==> config.mk <==
export PLATFORM = sky130hd
export DESIGN_NAME = bin2bcd_seq_flat
export DESIGN_NICKNAME = d
export VERILOG_FILES = /design/src/rtl/bin2bcd_seq_if.sv /design/src/rtl/bin2bcd_seq.sv /design/src/flat_wrapper.sv
export SDC_FILE = /design/constraint.sdc
export NUM_CORES = 1
export LEC_CHECK = 0
export BUFFER_PORTS_ARGS = -buffer_cell sky130_fd_sc_hd__buf_2
export CORE_MARGIN = 5
export CORE_UTILIZATION = 55
export CTS_BUF_LIST = sky130_fd_sc_hd__clkbuf_8 sky130_fd_sc_hd__clkbuf_16
export DETAILED_ROUTE_END_ITERATION = 10
export GPL_TIMING_DRIVEN = 0
export PLACE_DENSITY = 0.8
export SYNTH_ARGS = -nofsm -noshare
export SYNTH_HDL_FRONTEND = slang
export SYNTH_SLANG_ARGS = --single-unit
==> constraint.sdc <==
create_clock -name clk -period 2 [get_ports clk]
set_clock_uncertainty 0.15 [all_clocks]
set_input_delay 0.4 -clock clk [delete_from_list [all_inputs] [get_ports clk]]
set_output_delay 0.4 -clock clk [all_outputs]
set_load 0.05 [all_outputs]
==> src/rtl/bin2bcd_seq_if.sv <==
// bin2bcd_seq_if: start/ready/valid handshake bundle between a binary source and bin2bcd_seq.
// Signals: start, bin (source to converter); ready, valid, bcd, overflow (converter to source).
// With BIN2BCD_LZB_EN defined the bundle also carries blank (leading-zero mask, converter to source).
interface bin2bcd_seq_if #(
  parameter int BIN_W  = 14,
  parameter int DIGITS = 4
);
  logic                  start;
  logic [BIN_W-1:0]      bin;
  logic                  ready;
  logic                  valid;
  logic [4*DIGITS-1:0]   bcd;
  logic                  overflow;
`ifdef BIN2BCD_LZB_EN
  logic [DIGITS-1:0]     blank;
  modport master (output start, bin, input ready, valid, bcd, overflow, blank);
  modport slave  (input start, bin, output ready, valid, bcd, overflow, blank);
`else
  modport master (output start, bin, input ready, valid, bcd, overflow);
  modport slave  (input start, bin, output ready, valid, bcd, overflow);
`endif
endinterface

==> src/rtl/bin2bcd_seq.sv <==
// bin2bcd_seq: sequential shift-add-3 binary-to-BCD converter, one iteration per clock.
// Ports: clk, rst_n (async active-low), bus (bin2bcd_seq_if.slave: start/bin in, ready/valid/bcd/overflow out).
// Optional macro BIN2BCD_LZB_EN adds the registered leading-zero blank mask on bus.blank.
module bin2bcd_seq #(
  parameter int BIN_W  = 14,
  parameter int DIGITS = 4
) (
  input  logic          clk,
  input  logic          rst_n,
  bin2bcd_seq_if.slave  bus
);
  localparam int CW = $clog2(BIN_W + 1);
  localparam logic [BIN_W-1:0] MAX_V = BIN_W'(10**DIGITS - 1);
  typedef enum logic [1:0] {IDLE, SHIFT, DONE} state_t;
  state_t                state_q;
  logic [BIN_W-1:0]      shift_q;
  logic [4*DIGITS-1:0]   scratch_q, adj_d, bcd_q;
  logic [CW-1:0]         count_q;
  logic                  ovf_q, ready_q, valid_q, overflow_q;
  // add-3 correction applied to every scratch digit before the shift; digits stay 4-bit with no carry
  always_comb begin
    adj_d = scratch_q;
    for (int k = 0; k < DIGITS; k++)
      adj_d[4*k +: 4] = scratch_q[4*k +: 4] >= 4'd5 ? scratch_q[4*k +: 4] + 4'd3 : scratch_q[4*k +: 4];
  end
`ifdef BIN2BCD_LZB_EN
  logic [DIGITS-1:0] blank_q, blank_d;
  // digit k blanks when it and every more-significant digit is zero; digit 0 always shows
  always_comb begin
    blank_d = '0;
    for (int k = 1; k < DIGITS; k++)
      blank_d[k] = !ovf_q && ((scratch_q >> (4*k)) == '0);
  end
  assign bus.blank = blank_q;
`endif
  always_ff @(posedge clk or negedge rst_n)
    if (!rst_n) begin
      state_q    <= IDLE;
      shift_q    <= '0;
      scratch_q  <= '0;
      count_q    <= '0;
      ovf_q      <= 1'b0;
      ready_q    <= 1'b1;
      valid_q    <= 1'b0;
      bcd_q      <= '0;
      overflow_q <= 1'b0;
`ifdef BIN2BCD_LZB_EN
      blank_q    <= {{(DIGITS-1){1'b1}}, 1'b0};
`endif
    end else begin
      valid_q <= 1'b0;
      case (state_q)
        IDLE:
          if (bus.start) begin
            shift_q   <= bus.bin;
            scratch_q <= '0;
            count_q   <= CW'(BIN_W);
            ovf_q     <= bus.bin > MAX_V;
            ready_q   <= 1'b0;
            state_q   <= SHIFT;
          end
        SHIFT: begin
          {scratch_q, shift_q} <= {adj_d, shift_q} << 1;
          count_q <= count_q - 1'b1;
          if (count_q == CW'(1)) state_q <= DONE;
        end
        DONE: begin
          bcd_q      <= ovf_q ? {DIGITS{4'h9}} : scratch_q;
          overflow_q <= ovf_q;
          valid_q    <= 1'b1;
          ready_q    <= 1'b1;
`ifdef BIN2BCD_LZB_EN
          blank_q    <= blank_d;
`endif
          state_q    <= IDLE;
        end
        default: state_q <= IDLE;
      endcase
    end
  assign bus.ready    = ready_q;
  assign bus.valid    = valid_q;
  assign bus.bcd      = bcd_q;
  assign bus.overflow = overflow_q;
endmodule

==> src/flat_wrapper.sv <==
// flat-port wrapper written by rule: the top's interface ports become plain ports
module bin2bcd_seq_flat 
#(
  parameter int BIN_W  = 14,
  parameter int DIGITS = 4
)
  (clk, rst_n, bus_start, bus_bin, bus_ready, bus_valid, bus_bcd, bus_overflow);
  bin2bcd_seq_if #(.BIN_W(BIN_W), .DIGITS(DIGITS)) bus_i ();
  input  logic clk;
  input  logic rst_n;
  input wire logic [$bits(bus_i.start)-1:0] bus_start;
  input wire logic [$bits(bus_i.bin)-1:0] bus_bin;
  output wire logic [$bits(bus_i.ready)-1:0] bus_ready;
  output wire logic [$bits(bus_i.valid)-1:0] bus_valid;
  output wire logic [$bits(bus_i.bcd)-1:0] bus_bcd;
  output wire logic [$bits(bus_i.overflow)-1:0] bus_overflow;
  assign bus_i.start = bus_start;
  assign bus_i.bin = bus_bin;
  assign bus_ready = bus_i.ready;
  assign bus_valid = bus_i.valid;
  assign bus_bcd = bus_i.bcd;
  assign bus_overflow = bus_i.overflow;
  bin2bcd_seq #(.BIN_W(BIN_W), .DIGITS(DIGITS)) u_core (.clk(clk), .rst_n(rst_n), .bus(bus_i));
endmodule
==> results.md, run 1 <==
* Worst Path Arrival at 1.97 ns
* Syn Nets at ~280
* # fillers at 367
* Initial antenna violation count at 0
* Layout area overhead at 13.8%
* WL met2 at 2.45 mm
* Leakage at 0.00142 uW
* First-pass GRT wire length at 8.98 mm
* M1 WL at 2.38 mm
* Max Used Layer: met4
* Slew Limit Fails at 0
* Final layout net count at 326
* Final Hold Viols at 0
* Setup Crit Path Kind: reg2reg
* Period utilization at 94.4%
* Clk buf depth at 2
* Initial DRC count at 135
* Critical Path RT at approximately 2.1 ns
* Die height at between 70 and 80 um
* Worst-Margin Slew at 1.19 ns
* Hold crit path type: in2reg
* DR vias/cell at 5.54
* Number of buffers added on ports at 35
* Largest net degree at the start of global routing at 57
* Global placement routability congestion at 0.793
* Final worst path period need at 1.89 ns
* WL/cell at 14.6 um
* Critical Path Fanout Max at 4
* Postcts setup bufs at 0
* Layout cells sized above 1 at about a fifth
* Total global-route track usage at 18.1%
* Slew headroom at 20.8%
* Drt drc at 0
* Reg-to-reg startpoint: u_core.scratch_q[4]
* Library cells used by synthesis at 34
* Register area share after synthesis at 54.7%
* Root Buffer: clkbuf_8
* # H-tree levels at 2
* CTS tree: done
* Warning count from the yosys run at 0
* Final Setup Violations at 0
* Die ar. at about 6100 um2
* Syn Inst Count at about 260
* End-of-flow core utilization at 65.7%
* Worst-path clk slew at approximately 0.1 ns
* Seq cells post-synth at 56
* Pre-antenna DRT Iters at 4
* Worst VDD drop at between 0.6 and 0.7 mV
* I/O pin count at 36
* Dpl hpwl at 3.70 mm
* GRT Residual Overflow at 0
* Initial core utilization at 57.7%
* Hold_sp: bus_bin[0]
* Post-DRT Antenna Nets at 0
* Pwr Density at 1640 nW/um2
* Row count at 24
* Max cap viols at 0
* Syn Std Cell Area at between 2000 and 3000 um2
* Worst-skew pair later-pin latency at 0.30 ns
* Clk sinks at 56
* CP startpoint: u_core.scratch_q[4]
* RSZ-0062 raised after global routing: no
* Total number of vias at ~1,900
* Mean cell area of the mapped netlist at around 10 um2
* Reg area at 1400 um2
* CP Launch Type: flip-flop
* Met3 routed WL at ~240 um
* Vias in the first global route at ~2,000
* Core area at 4440 um2
* Achievable frequency at 529 MHz
* Routed WL at approximately 5.1 mm
* Run status: completed
* Setup TNS at 0 ns
* Area of the multi-input gates at 1060 um2
* Ant diodes at 0
* CP Capture Type: flip-flop
* Die width at 78.3 um
* Post-CTS Hold Fix Bufs at 0
* CTS Buf Count at 5
==> per-stage QoR <==
step | cell area, um2 | hold WS, ns | power [uW] | setup WS [ns] | cells
after floorplan | 2570 | -0.0456 | 3530 | 0.328 | 257
after global placement | 2810 | 0.307 | 3980 | 0.154 | 344
after detailed placement | 2810 | 0.313 | 4070 | 0.131 | 344
after CTS | 2910 | 0.133 | 4810 | 0.0812 | 352
after global routing | 2920 | 0.141 | 5170 | 0.0136 | 352
final | 2920 | 0.139 | 4800 | 0.111 | 352
==> power by group <==
part | internal [uW] | total, uW | switching [uW]
registers | 1590 | 1910 | 319
clock network | 365 | 708 | 343
logic | 762 | 2180 | 1420
total | 2710 | 4800 | 2080
==> worst paths after layout <==
path | to | slack, ns | cells after the start
setup / recovery | u_core.scratch_q[6] | 0.11 | 6
hold reg to reg | u_core.bus.bcd[1] | 0.33 | 2
min in group asynchronous | u_core.bus.bcd[3] | 0.18 | 1
max in group asynchronous | u_core.state_q[0] | 0.80 | 1
setup reg to reg | u_core.scratch_q[6] | 0.11 | 6
hold / removal | u_core.shift_q[0] | 0.14 | 3
==> routing by layer <==
metal / vias to the layer above / track usage (%)
met3: 6 / 3.66
li1: 977 / -
met5: - / 0
met1: 928 / 24.0
met2: 38 / 30.8
met4: 0 / 4.55
==> Yosys cell counts (all sizes together) <==
cell type | instances | share of area [%]
clkinv | 1 | 0.15
nor2 | 12 | 1.9
buf | 9 | 1.7
xor2 | 3 | 1.0
a32o | 4 | 1.6
nor3 | 1 | 0.19
o31ai | 12 | 3.5
o211ai | 1 | 0.29
nand2b | 6 | 1.5
nand2 | 49 | 7.3
o21ai | 23 | 4.5
xnor2 | 4 | 1.4
a22oi | 13 | 3.8
nor4 | 1 | 0.24
or3b | 1 | 0.34
nand3 | 13 | 2.5
o311ai | 1 | 0.34
nor2b | 1 | 0.24
nor3b | 2 | 0.78
mux2 | 4 | 1.8
inv | 11 | 1.6
a21oi | 4 | 0.78
and2 | 1 | 0.24
clkbuf | 6 | 0.88
a211oi | 2 | 0.58
dfrtp | 55 | 54
a31oi | 6 | 1.5
dfstp | 1 | 1.0
ha | 10 | 4.9
==> worst max-delay path, cell delays in order, from the launching register on <==
cell and delay (ns):
dfrtp_1 0.42, inv_1 0.15, ha_1 0.23, nand2b_1 0.07, a21oi_1 0.29, mux2_2 0.37
o21ai_0 0.13
==> logic make-up after synthesis <==
logic type	count (synthesis)	share of synthesized area, %
buffers and inverters	27	4.34
multiplexers	4	1.76
flip-flops	56	54.7
AO/OA/AOI/OAI	66	16.8
XOR/XNOR	7	2.39
AND/OR/NAND/NOR	87	15.2
adder cells (fa/ha/maj)	10	4.88
==> final cells by class <==
class	instances	share of cell area, %
multi-input cells	174	36.3
clock inverters	3	1.29
flip-flops and latches	56	48.0
well taps	52	2.23
plain buffers	15	2.27
repair buffers	35	6.00
clock buffers	5	2.36
inverters	12	1.54
==> registers in the layout, indices dropped and copies added, names as in the netlist <==
register and count:
u_core.bus.bcd 16, u_core.bus.overflow 1, u_core.bus.ready 1, u_core.bus.valid 1, u_core.count_q 4, u_core.ovf_q 1, u_core.scratch_q 16, u_core.shift_q 14
u_core.state_q 2
==> timing repair <==
action	in CTS	in global routing
resized for setup	0	3
hold endpoints to repair	0	0
setup endpoints to repair	0	2
==> cell usage in the layout (no fill, tap or decap), types with 5 or more instances in the layout <==
| cell | count |
|---|---|
| a22oi_1 | 13 |
| a31oi_1 | 6 |
| buf_2 | 43 |
| clkbuf_1 | 6 |
| clkbuf_8 | 5 |
| dfrtp_1 | 55 |
| ha_1 | 10 |
| inv_1 | 12 |
| nand2_1 | 48 |
| nand2b_1 | 6 |
| nand3_1 | 13 |
| nor2_1 | 11 |
| o21ai_0 | 22 |
| o31ai_1 | 12 |
Power figures use the tool's default switching activity.
==> run 2: changes to the inputs <==
--- a/config.mk
+++ b/config.mk
@@ -7,10 +7,13 @@
 export LEC_CHECK = 0
 export BUFFER_PORTS_ARGS = -buffer_cell sky130_fd_sc_hd__buf_2
+export CELL_PAD_IN_SITES_DETAIL_PLACEMENT = 1
+export CELL_PAD_IN_SITES_GLOBAL_PLACEMENT = 1
 export CORE_MARGIN = 5
-export CORE_UTILIZATION = 55
+export CORE_UTILIZATION = 44
 export CTS_BUF_LIST = sky130_fd_sc_hd__clkbuf_8 sky130_fd_sc_hd__clkbuf_16
+export CTS_CLUSTER_DIAMETER = 200
 export DETAILED_ROUTE_END_ITERATION = 10
 export GPL_TIMING_DRIVEN = 0
-export PLACE_DENSITY = 0.8
+export PLACE_DENSITY = 0.82
 export SYNTH_ARGS = -nofsm -noshare
 export SYNTH_HDL_FRONTEND = slang
==> constraint.sdc (replaced) <==
create_clock -name clk -period 2 [get_ports clk]
set_clock_uncertainty 0.15 [all_clocks]
set_input_delay 0.1 -clock clk [delete_from_list [all_inputs] [get_ports clk]]
set_output_delay 0.1 -clock clk [all_outputs]
set_load 0.05 [all_outputs]
==> run 2 against run 1 <==
Critical path depth unchanged. Critical endpoint unchanged. Combinational power up 3%. Power rose by 0.34%. Wire length increased by 25%. Register-to-register slack improved by 0.02 ns. Sequential power about the same. Largest cell class unchanged.
==> results.md, run 2 (same netlist as run 1, synthesis figures left out) <==
* Hold crit path type: in2async
* Global placement routability congestion at 0.768
* Slew Limit Fails at 0
* Worst-path clk slew at 0.10 ns
* Cell Area, Placed at 2830 um2
* Setup Crit Path Kind: reg2reg
* Final layout net count at 341
* Layout cells sized above 1 at 20.0%
* Dpl hpwl at roughly 4.4 mm
* Area of the multi-input gates at 1060 um2
* Max cap viols at 0
* Pre-antenna DRT Iters at 4
* Vias in the first global route at 2,295
* Root Buffer: clkbuf_8
* Worst-Margin Slew at 0.720 ns
* # fillers at 640
* Met1 usage at 21.2%
* Final Setup Violations at 0
* Drt drc at 0
* RSZ-0062 raised after global routing: no
* # H-tree levels at 2
* Postcts setup bufs at 0
* Total number of vias at ~2,100
* Row count at 27
* Die ar. at 7460 um2
* Die width at roughly 86 um
* Clk buf depth at 2
* Final Hold Viols at 0
* GR Layer Usage met3 at under 10%
* Routed WL at 6.42 mm
* Initial antenna violation count at 0
* First-pass GRT wire length at 10.9 mm
* GRT met2 Usage at 33.6%
* Initial DRC count at 71
* Layout area overhead at 20.3%
* Slew headroom at ~52%
* WL/cell at between 15 and 20 um
* Core area at 5570 um2
* Critical Path Fanout Max at 4
* Leading cell type in the layout, fill and taps excluded: dfrtp_1
* Leakage at 0.00146 uW
* Most frequent cells in the layout: 55 x dfrtp_1, 48 x nand2_1, 42 x buf_2
* Reg area at 1400 um2
* Number of buffers added on ports at 35
* CTS tree: done
* Ant diodes at 0
* Total global-route track usage at 18.5%
* Period utilization at 93.2%
* Worst Path Arrival at 1.95 ns
* Achievable frequency at 536 MHz
* Clk sinks at 56
* CP Capture Type: flip-flop
* Grt peak-use layer: met2
* GRT Residual Overflow at 0
* Post-route cell area at about 3100 um2
* Final worst path period need at 1.86 ns
* Worst-skew pair later-pin latency at 0.32 ns
* CP Launch Type: flip-flop
* Initial core utilization at between 40% and 50%
* Die height at between 80 and 90 um
* CTS Buf Count at 5
* Run status: completed
* Post-DRT Antenna Nets at 0
* Critical Path RT at 2.09 ns
* Setup TNS at 0 ns
* Worst VDD drop at 0.588 mV
* DR vias/cell at roughly 5.5
* Largest net degree at the start of global routing at 57
* I/O pin count at 36
* Pwr Density at 1560 nW/um2
run 2: cell count changes in the layout (fill, tap and decap cells not counted), sizes merged:
cell / change
clkinvlp: +2
dlygate4sd3: +15
bufinv: -1
clkinv: +1
inv: -2
run 2: power by group:
part	total, uW	internal, uW	switching (uW)
clock	633	249	385
sequential	1930	1590	340
combinational	2250	785	1470
run 2: area by class of cell:
class / instances / area share (%)
buffer: 15 / 2.15
clock buffer: 5 / 2.23
clock inverter: 3 / 0.770
inverter: 12 / 1.46
multi-input combinational: 174 / 34.4
sequential: 56 / 45.4
tap: 72 / 2.92
timing repair buffer: 50 / 10.6
run 2: final timing paths:
path / slack (ns) / cells past startpoint / to / from
min: 0.23 / 2 / u_core.bus.bcd[3] / rst_n
min reg2reg: 0.33 / 2 / u_core.bus.bcd[11] / u_core.bus.bcd[11]
max in group asynchronous: 0.99 / 2 / u_core.shift_q[2] / rst_n
max: 0.14 / 6 / u_core.scratch_q[6] / u_core.scratch_q[4]
min in group clk: 0.23 / 5 / u_core.scratch_q[2] / bus_start
max reg2reg: 0.14 / 6 / u_core.scratch_q[6] / u_core.scratch_q[4]
run 2: through the flow:
step	total power, uW	cells	setup slack (ns)	util [%]	hold slack, ns
global route	5190	387	0.0185	55.4	0.260
finish	4810	387	0.135	55.4	0.227
CTS	4830	387	0.0307	55.2	0.220
detailed placement	4150	364	0.0567	50.8	0.160
floorplan	3530	257	0.328	-	-0.346
global placement	4020	364	0.156	50.8	0.154
run 2: critical path, stage by stage (launching register included):
cell,delay (ns)
dfrtp_1,0.43
inv_1,0.17
ha_1,0.24
nand2b_1,0.09
a21oi_2,0.22
mux2_2,0.35
o21ai_0,0.15
run 2: routing by layer:
layer / up-vias / wire length, um
met5: - / 0
met4: 0 / 131
met3: 12 / 303
met2: 46 / 3340
met1: 1051 / 2650
li1: 1011 / -
run 2: timing repair:
| action | CTS | global route |
|---|---|---|
| resized for setup | 0 | 3 |
| setup endpoints to repair | 0 | 3 |
| hold buffers | 15 | 0 |
| endpoints found under the hold margin | 70 | 0 |
